### src/rtl/hangman_game_ctrl_if.sv
// -----------------------------------------------------------------------------
// hangman_game_ctrl_if
// Byte channel from the game sequencer to the radio transmitter.
//   tx_valid : byte offered (driven by the master)
//   tx_data  : ASCII byte offered, stable while tx_valid & !tx_ready
//   tx_ready : transmitter can accept a byte (driven by the slave)
// A byte is transferred on every clock edge where tx_valid & tx_ready.
// -----------------------------------------------------------------------------
interface hangman_game_ctrl_if;
    logic       tx_valid;
    logic [7:0] tx_data;
    logic       tx_ready;

    modport master (output tx_valid, output tx_data, input tx_ready);
    modport slave  (input tx_valid, input tx_data, output tx_ready);
endinterface

### src/rtl/hangman_game_ctrl.sv
// -----------------------------------------------------------------------------
// hangman_game_ctrl
// Central sequencer for wireless hangman: collects the secret word from the
// keypad, sends it to the radio, then runs the guessing round (duplicate
// rejection, reveal, mistake counting, win/lose) and drives LEDs and the
// revealed-word text for the LCD.
//
// Ports:
//   clk, rst      : clock, asynchronous active-high reset
//   role_switch   : 0 = host/setup phase, 1 = player/guess phase
//   key_valid     : one-cycle pulse, key_char holds a committed letter
//   key_char      : ASCII letter from the keypad decoder
//   key_submit    : one-cycle pulse, submit-word key
//   tx            : valid/ready byte channel to the transmitter (master side)
//   msg_sent      : one-cycle pulse after the last word byte is accepted
//   revealed      : WORD_LEN chars, char 0 in [7:0], hidden chars are '_'
//   mistakes      : wrong-guess count
//   red/green     : LOSE / WIN
//   blue          : SETUP, SEND or WAIT_ROLE
//   error         : one-cycle pulse on a rejected input
// -----------------------------------------------------------------------------
module hangman_game_ctrl #(
    parameter int WORD_LEN     = 5,
    parameter int MAX_MISTAKES = 6
) (
    input  logic                    clk,
    input  logic                    rst,
    input  logic                    role_switch,
    input  logic                    key_valid,
    input  logic [7:0]              key_char,
    input  logic                    key_submit,
    hangman_game_ctrl_if.master     tx,
    output logic                    msg_sent,
    output logic [8*WORD_LEN-1:0]   revealed,
    output logic [2:0]              mistakes,
    output logic                    red,
    output logic                    green,
    output logic                    blue,
    output logic                    error
);

    // Counter width must be able to hold WORD_LEN itself (the "word full" value).
    localparam int            CW       = $clog2(WORD_LEN + 1);
    localparam logic [CW-1:0] FULL_IDX = CW'(WORD_LEN);
    localparam logic [CW-1:0] LAST_IDX = CW'(WORD_LEN - 1);
    localparam logic [2:0]    MAX_M    = 3'(MAX_MISTAKES);
    localparam logic [7:0]    BLANK    = 8'h5F;

    typedef enum logic [2:0] {
        ST_SETUP     = 3'd0,
        ST_SEND      = 3'd1,
        ST_WAIT_ROLE = 3'd2,
        ST_GUESS     = 3'd3,
        ST_CHECK     = 3'd4,
        ST_WIN       = 3'd5,
        ST_LOSE      = 3'd6
    } state_t;

    function automatic logic is_letter(input logic [7:0] c);
        return (c >= 8'h41) && (c <= 8'h5A);
    endfunction

    function automatic logic [4:0] letter_idx(input logic [7:0] c);
        return 5'(c - 8'h41);
    endfunction

    state_t                     state_q, state_d;
    logic [CW-1:0]              idx_q, idx_d;
    logic [CW-1:0]              tx_idx_q, tx_idx_d;
    logic [WORD_LEN-1:0][7:0]   word_q, word_d;
    logic [WORD_LEN-1:0]        mask_q, mask_d;
    logic [25:0]                used_q, used_d;
    logic [2:0]                 mist_cnt_q, mist_cnt_d;
    logic [7:0]                 guess_q, guess_d;
    logic [WORD_LEN-1:0]        hit_s;

    logic                       tx_valid_q, tx_valid_d;
    logic [7:0]                 tx_data_q, tx_data_d;
    logic                       msg_sent_q, msg_sent_d;
    logic                       error_q, error_d;
    logic                       red_q, red_d;
    logic                       green_q, green_d;
    logic                       blue_q, blue_d;
    logic [2:0]                 mistakes_q, mistakes_d;
    logic [WORD_LEN-1:0][7:0]   revealed_q, revealed_d;

    // Game state machine: next-state and datapath updates.
    always_comb begin
        state_d    = state_q;
        idx_d      = idx_q;
        tx_idx_d   = tx_idx_q;
        word_d     = word_q;
        mask_d     = mask_q;
        used_d     = used_q;
        mist_cnt_d = mist_cnt_q;
        guess_d    = guess_q;
        msg_sent_d = 1'b0;
        error_d    = 1'b0;
        hit_s      = '0;

        case (state_q)
            ST_SETUP: begin
                // Submit has priority; a key arriving in the same cycle is dropped.
                if (key_submit) begin
                    if (idx_q == FULL_IDX) begin
                        state_d  = ST_SEND;
                        tx_idx_d = '0;
                    end else begin
                        error_d = 1'b1;
                    end
                end else if (key_valid) begin
                    if (!is_letter(key_char) || (idx_q == FULL_IDX)) begin
                        error_d = 1'b1;
                    end else begin
                        for (int i = 0; i < WORD_LEN; i++) begin
                            word_d[i] = (idx_q == CW'(i)) ? key_char : word_q[i];
                        end
                        idx_d = idx_q + CW'(1);
                    end
                end else begin
                    error_d = 1'b0;
                end
            end

            ST_SEND: begin
                if (tx_valid_q && tx.tx_ready) begin
                    if (tx_idx_q == LAST_IDX) begin
                        state_d    = ST_WAIT_ROLE;
                        msg_sent_d = 1'b1;
                        tx_idx_d   = '0;
                    end else begin
                        tx_idx_d = tx_idx_q + CW'(1);
                    end
                end else begin
                    tx_idx_d = tx_idx_q;
                end
            end

            ST_WAIT_ROLE: begin
                if (role_switch) begin
                    state_d    = ST_GUESS;
                    mask_d     = '0;
                    used_d     = '0;
                    mist_cnt_d = 3'd0;
                end else begin
                    state_d = ST_WAIT_ROLE;
                end
            end

            ST_GUESS: begin
                if (!role_switch) begin
                    state_d    = ST_SETUP;
                    idx_d      = '0;
                    word_d     = '0;
                    mask_d     = '0;
                    used_d     = '0;
                    mist_cnt_d = 3'd0;
                end else if (key_valid) begin
                    // Short-circuit keeps the used[] lookup in range for non-letters.
                    if (!is_letter(key_char) || used_q[letter_idx(key_char)]) begin
                        error_d = 1'b1;
                    end else begin
                        guess_d                        = key_char;
                        used_d[letter_idx(key_char)]   = 1'b1;
                        state_d                        = ST_CHECK;
                    end
                end else begin
                    state_d = ST_GUESS;
                end
            end

            ST_CHECK: begin
                for (int i = 0; i < WORD_LEN; i++) begin
                    hit_s[i] = (word_q[i] == guess_q);
                end
                mask_d = mask_q | hit_s;
                if (hit_s == '0) begin
                    mist_cnt_d = mist_cnt_q + 3'd1;
                end else begin
                    mist_cnt_d = mist_cnt_q;
                end
                // Win is tested first so a completing hit on the last attempt wins.
                if (&mask_d) begin
                    state_d = ST_WIN;
                end else if (mist_cnt_d == MAX_M) begin
                    state_d = ST_LOSE;
                end else begin
                    state_d = ST_GUESS;
                end
            end

            ST_WIN, ST_LOSE: begin
                if (!role_switch) begin
                    state_d    = ST_SETUP;
                    idx_d      = '0;
                    word_d     = '0;
                    mask_d     = '0;
                    used_d     = '0;
                    mist_cnt_d = 3'd0;
                end else begin
                    state_d = state_q;
                end
            end

            default: begin
                state_d = ST_SETUP;
            end
        endcase
    end

    // Transmit channel: computed from next-state values so tx_valid/tx_data
    // change on the same edge as the handshake bookkeeping.
    always_comb begin
        tx_valid_d = (state_d == ST_SEND);
        tx_data_d  = 8'h00;
        for (int i = 0; i < WORD_LEN; i++) begin
            tx_data_d = tx_data_d | ({8{tx_valid_d && (tx_idx_d == CW'(i))}} & word_d[i]);
        end
    end

    // Display and LED outputs: registered from the current state, so they
    // follow a state update by one edge.
    always_comb begin
        red_d      = (state_q == ST_LOSE);
        green_d    = (state_q == ST_WIN);
        blue_d     = (state_q == ST_SETUP) || (state_q == ST_SEND) ||
                     (state_q == ST_WAIT_ROLE);
        mistakes_d = mist_cnt_q;
        for (int i = 0; i < WORD_LEN; i++) begin
            case (state_q)
                ST_GUESS, ST_CHECK: revealed_d[i] = mask_q[i] ? word_q[i] : BLANK;
                ST_WIN, ST_LOSE:    revealed_d[i] = word_q[i];
                default:            revealed_d[i] = BLANK;
            endcase
        end
    end

    // State, datapath and output registers.
    always_ff @(posedge clk or posedge rst) begin
        if (rst) begin
            state_q    <= ST_SETUP;
            idx_q      <= '0;
            tx_idx_q   <= '0;
            word_q     <= '0;
            mask_q     <= '0;
            used_q     <= '0;
            mist_cnt_q <= 3'd0;
            guess_q    <= 8'h00;
            tx_valid_q <= 1'b0;
            tx_data_q  <= 8'h00;
            msg_sent_q <= 1'b0;
            error_q    <= 1'b0;
            red_q      <= 1'b0;
            green_q    <= 1'b0;
            blue_q     <= 1'b1;
            mistakes_q <= 3'd0;
            revealed_q <= {WORD_LEN{BLANK}};
        end else begin
            state_q    <= state_d;
            idx_q      <= idx_d;
            tx_idx_q   <= tx_idx_d;
            word_q     <= word_d;
            mask_q     <= mask_d;
            used_q     <= used_d;
            mist_cnt_q <= mist_cnt_d;
            guess_q    <= guess_d;
            tx_valid_q <= tx_valid_d;
            tx_data_q  <= tx_data_d;
            msg_sent_q <= msg_sent_d;
            error_q    <= error_d;
            red_q      <= red_d;
            green_q    <= green_d;
            blue_q     <= blue_d;
            mistakes_q <= mistakes_d;
            revealed_q <= revealed_d;
        end
    end

    assign tx.tx_valid = tx_valid_q;
    assign tx.tx_data  = tx_data_q;
    assign msg_sent    = msg_sent_q;
    assign error       = error_q;
    assign red         = red_q;
    assign green       = green_q;
    assign blue        = blue_q;
    assign mistakes    = mistakes_q;
    assign revealed    = revealed_q;

endmodule

### src/flat_wrapper.sv
// flat-port wrapper written by rule: the top's interface ports become plain ports
module hangman_game_ctrl_flat 
#(
    parameter int WORD_LEN     = 5,
    parameter int MAX_MISTAKES = 6
)
  (clk, rst, role_switch, key_valid, key_char, key_submit, msg_sent, revealed, mistakes, red, green, blue, error, tx_tx_valid, tx_tx_data, tx_tx_ready);
  hangman_game_ctrl_if tx_i ();
  input  logic clk;
  input  logic rst;
  input  logic role_switch;
  input  logic key_valid;
  input  logic [7:0] key_char;
  input  logic key_submit;
  output logic msg_sent;
  output logic [8*WORD_LEN-1:0] revealed;
  output logic [2:0] mistakes;
  output logic red;
  output logic green;
  output logic blue;
  output logic error;
  output wire logic [$bits(tx_i.tx_valid)-1:0] tx_tx_valid;
  output wire logic [$bits(tx_i.tx_data)-1:0] tx_tx_data;
  input wire logic [$bits(tx_i.tx_ready)-1:0] tx_tx_ready;
  assign tx_tx_valid = tx_i.tx_valid;
  assign tx_tx_data = tx_i.tx_data;
  assign tx_i.tx_ready = tx_tx_ready;
  hangman_game_ctrl #(.WORD_LEN(WORD_LEN), .MAX_MISTAKES(MAX_MISTAKES)) u_core (.clk(clk), .rst(rst), .role_switch(role_switch), .key_valid(key_valid), .key_char(key_char), .key_submit(key_submit), .tx(tx_i), .msg_sent(msg_sent), .revealed(revealed), .mistakes(mistakes), .red(red), .green(green), .blue(blue), .error(error));
endmodule
### config.mk
export PLATFORM = sky130hd
export DESIGN_NAME = hangman_game_ctrl_flat
export DESIGN_NICKNAME = d
export VERILOG_FILES = /design/src/rtl/hangman_game_ctrl_if.sv /design/src/rtl/hangman_game_ctrl.sv /design/src/flat_wrapper.sv
export SDC_FILE = /design/constraint.sdc
export NUM_CORES = 1
export LEC_CHECK = 0
export CORE_ASPECT_RATIO = 0.9
export CORE_MARGIN = 1.5
export CORE_UTILIZATION = 62
export DETAILED_ROUTE_END_ITERATION = 6
export PLACE_DENSITY = 0.82
export SKIP_LAST_GASP = 1
export SLEW_MARGIN = 15
export SYNTH_ARGS = -nofsm -noshare
export SYNTH_HDL_FRONTEND = slang
export SYNTH_SLANG_ARGS = --single-unit
### constraint.sdc
create_clock -name clk -period 7.9 [get_ports clk]
set_clock_uncertainty 0.2 [all_clocks]
set_input_delay 0.79 -clock clk [delete_from_list [all_inputs] [get_ports clk]]
set_output_delay 0.79 -clock clk [all_outputs]
set_load 0.01 [all_outputs]
==> metrics.txt <==
Max Root-Sink Buffers=2; CP Capture Type=flop; Synth area leaders=dfrtp_1 41%, dfstp_2 11%, xor2_1 3.2%, nor2_1 2.6%, or2_2 2.6%; Final min period=5.36 ns; hold path cells=0; CTS buffer count=17; Comb power frac=21.9%; synthesized net count=696; HP Start=u_core.mist_cnt_q[1]$_DFFE_PP0P_; Die ar.=between 10,000 and 15,000 µm²; Fmax=187 MHz; DP Worst Slack=2.20 ns; crit share post-route=roughly two thirds; Mapped Area=7180 µm²; max-cap viol count=0; Die Y=105 µm; peak supply drop=0.191 mV; sequential area share after synthesis=52.1%; CP max FO=17; Total GRT Usage=33.0%; initial drt markers=roughly 670; Post CTS Setup Buffer Count=0; async set-reset flop share out of synthesis=100%; GRT Residual Overflow=0; Final Max Slew Viols=0; DRC errors left=0; first-pass GRT wire length=29.8 mm; initial core utilization=63.3%; Leakage=0.00389 µW; Commonest cells post-synth=117 x dfrtp_1, 50 x nor2_1, 45 x nand2_1; crit path launch type=primary input; CTS tree=yes; most common cell in the netlist=dfrtp_1; yosys warns=0; Routed WL=18.9 mm; wire per inst=21.1 µm; run status=completed; P_int=1460 µW; Placement Cell Area=a little under 8000 µm²; layout cells sized above 1=17.2%; cell area after layout=~8500 µm²; Largest delay share family, worst path=buffers and inverters; Worst Hold End=u_core.mistakes[1]$_DFF_PP0_; DR pass1 iterations=5; H-tree depth=4; Max stage delay on crit path=1.04 ns; I/O pin total=71; Mapped Avg Cell Area=10.7 µm²; CP bufs+invs=2; prevailing post-synth register cell=dfrtp_1; Post-DRT Antenna Nets=0; normalized max-slew margin=27.0%; Hold Path Class=reg2reg; Final Hold Violating Endpoints=0; Sw Pwr=685 µW; clk slew on worst S/H paths=0.06 ns; Num Clock Sinks=around 150; largest area contributor in the netlist=dfrtp_1; worst r2r src=u_core.idx_q[1]$_DFFE_PP0P_; Resized cells post-CTS=0; n_diodes=0; setup_tns=0 ns; Row Count=37; Critical Path RT=between 8 and 9 ns; Port Buffer Count=70; Slowest cell on crit path=clkdlybuf4s50_1; largest net degree at the start of global routing=88; clock root buffer=clkbuf_16; core area=11,300 µm²; Tightest Pin Transition=1.09 ns; Arr. time, crit path=around 5.5 ns; Setup WS post-layout=2.54 ns; Detailed Place HPWL=13.2 mm; Yosys top cell area share=40.8%; Post-synth EDFFs=0; via count=5,568; Worst Reg-to-Reg Cells=10; number of global-route vias before repair=~5,500; CP Class=in2reg; vias per std cell=6.22; initial antenna violation count=0; Synth cell types=between 70 and 80; final setup fails=0; #FFs+latches synth=148; flop-to-flop setup slack=4.21 ns; post-placement cell count=863; RSZ-0062 raised after global routing=no; Final nets=753; Final Wtd Congestion=0.930; cells along the critical path=clkdlybuf4s50_1 > inv_1 > ha_1 > xor2_1 > mux4_2 > mux2i_1 > nand2b_1 > o31ai_2 > nor2_2 > mux2_2; Area growth syn-to-layout=18.4%; Post-Synthesis Cells=669; clk_lat worst skew=0.43 ns; Crit Reg-Reg Endpoint=u_core.tx.tx_data[4]$_DFF_PP0_; switch share=31.9%; pwr dens=252 nW/µm²; Die W=116 µm; Clk pwr share=35.6%; Non-Filler Instances=~900; Seq pwr share=between 40% and 50%; CTS hold repair buffers=0
## stage by stage
step                      utilization (%)  total power [µW]  hold slack [ns]
after CTS                            74.9              2130            0.275
after global placement               70.0              1360            0.211
after detailed placement             70.0              1380            0.242
after floorplan                         -              1210            0.198
after global routing                 74.9              2230            0.288
final                                74.9              2140            0.267
## cell families after synthesis
kind of cell,after synthesis,synth area share [%]
flip-flops,148,52.1
AO/OA/AOI/OAI,141,14.5
buffers and inverters,69,4.08
adder cells (fa/ha/maj),13,2.27
XOR/XNOR,44,5.37
multiplexers,21,4.15
AND/OR/NAND/NOR,233,17.5
## how the worst max path moves through the flow
stage / slack, ns / endpoint / cells past startpoint / from
6_report: 2.54 / u_core.guess_q[0]$_DFFE_PP0P_ / 10 / key_char[0]
5_1_grt: 2.18 / u_core.guess_q[0]$_DFFE_PP0P_ / 10 / key_char[0]
4_1_cts: 2.58 / u_core.guess_q[0]$_DFFE_PP0P_ / 10 / key_char[0]
3_5_place_dp: 2.20 / u_core.guess_q[0]$_DFFE_PP0P_ / 10 / key_char[0]
3_3_place_gp: 2.37 / u_core.guess_q[0]$_DFFE_PP0P_ / 10 / key_char[0]
2_1_floorplan: 2.98 / u_core.error$_DFF_PP0_ / 1 / rst
## power by group through the flow
stage	registers, µW	clock network, µW	logic (µW)
2_1_floorplan	890	0	323
3_3_place_gp	916	0	446
3_5_place_dp	920	0	457
4_1_cts	908	763	462
5_1_grt	920	799	512
6_report	912	764	469
## flip-flops by register name (all words and copies together), names as in the netlist, 3 cells and up
signal	count
u_core.state_q	3
u_core.revealed	40
u_core.tx_idx_q	3
u_core.used_q	26
u_core.idx_q	3
u_core.tx.tx_data	8
u_core.mist_cnt_q	3
u_core.mask_q	5
u_core.word_q	40
u_core.guess_q	8
u_core.mistakes	3
## routing by layer
layer / global-route usage [%] / vias to the layer above / wire, µm
li1: - / 2485 / -
met1: 46.8 / 2756 / 7900
met2: 50.1 / 286 / 9010
met3: 8.24 / 41 / 1610
met4: 10.8 / 0 / 335
met5: 0 / - / 0
## worst reg2reg max path, delay by kind of cell (launching register included)
family / cells / cell delay (ns)
adder cells (fa/ha/maj): 1 / 0.29
flip-flops: 1 / 0.42
AND/OR/NAND/NOR: 3 / 0.76
buffers and inverters: 2 / 0.48
AO/OA/AOI/OAI: 4 / 1.38
## cell usage in the layout, fill, tap and decap left out, types with 8 or more instances in the layout
master and count:
a22o_1 18, or2_2 30, nor2_1 50, nand2_1 45, a21oi_1 32, ha_1 13, nor3_1 9, nand4_1 11
clkbuf_16 17, a31oi_1 12, xnor2_1 18, dfrtp_1 117, clkdlybuf4s50_1 70, nand3_1 14, nor2b_1 15, dfstp_2 31
inv_1 32, and3_1 15, a22oi_1 8, and2_1 10, xor2_1 26, mux2_2 10
## final cells by class
type / count / area (µm²)
clock inverters: 7 / 72.6
fillers: 769 / 2840
repair buffers: 73 / 723
well taps: 156 / 195
multi-input cells: 452 / 3150
clock buffers: 25 / 485
flip-flops and latches: 148 / 3740
inverters: 34 / 133
(Power assumes the default switching activity.)
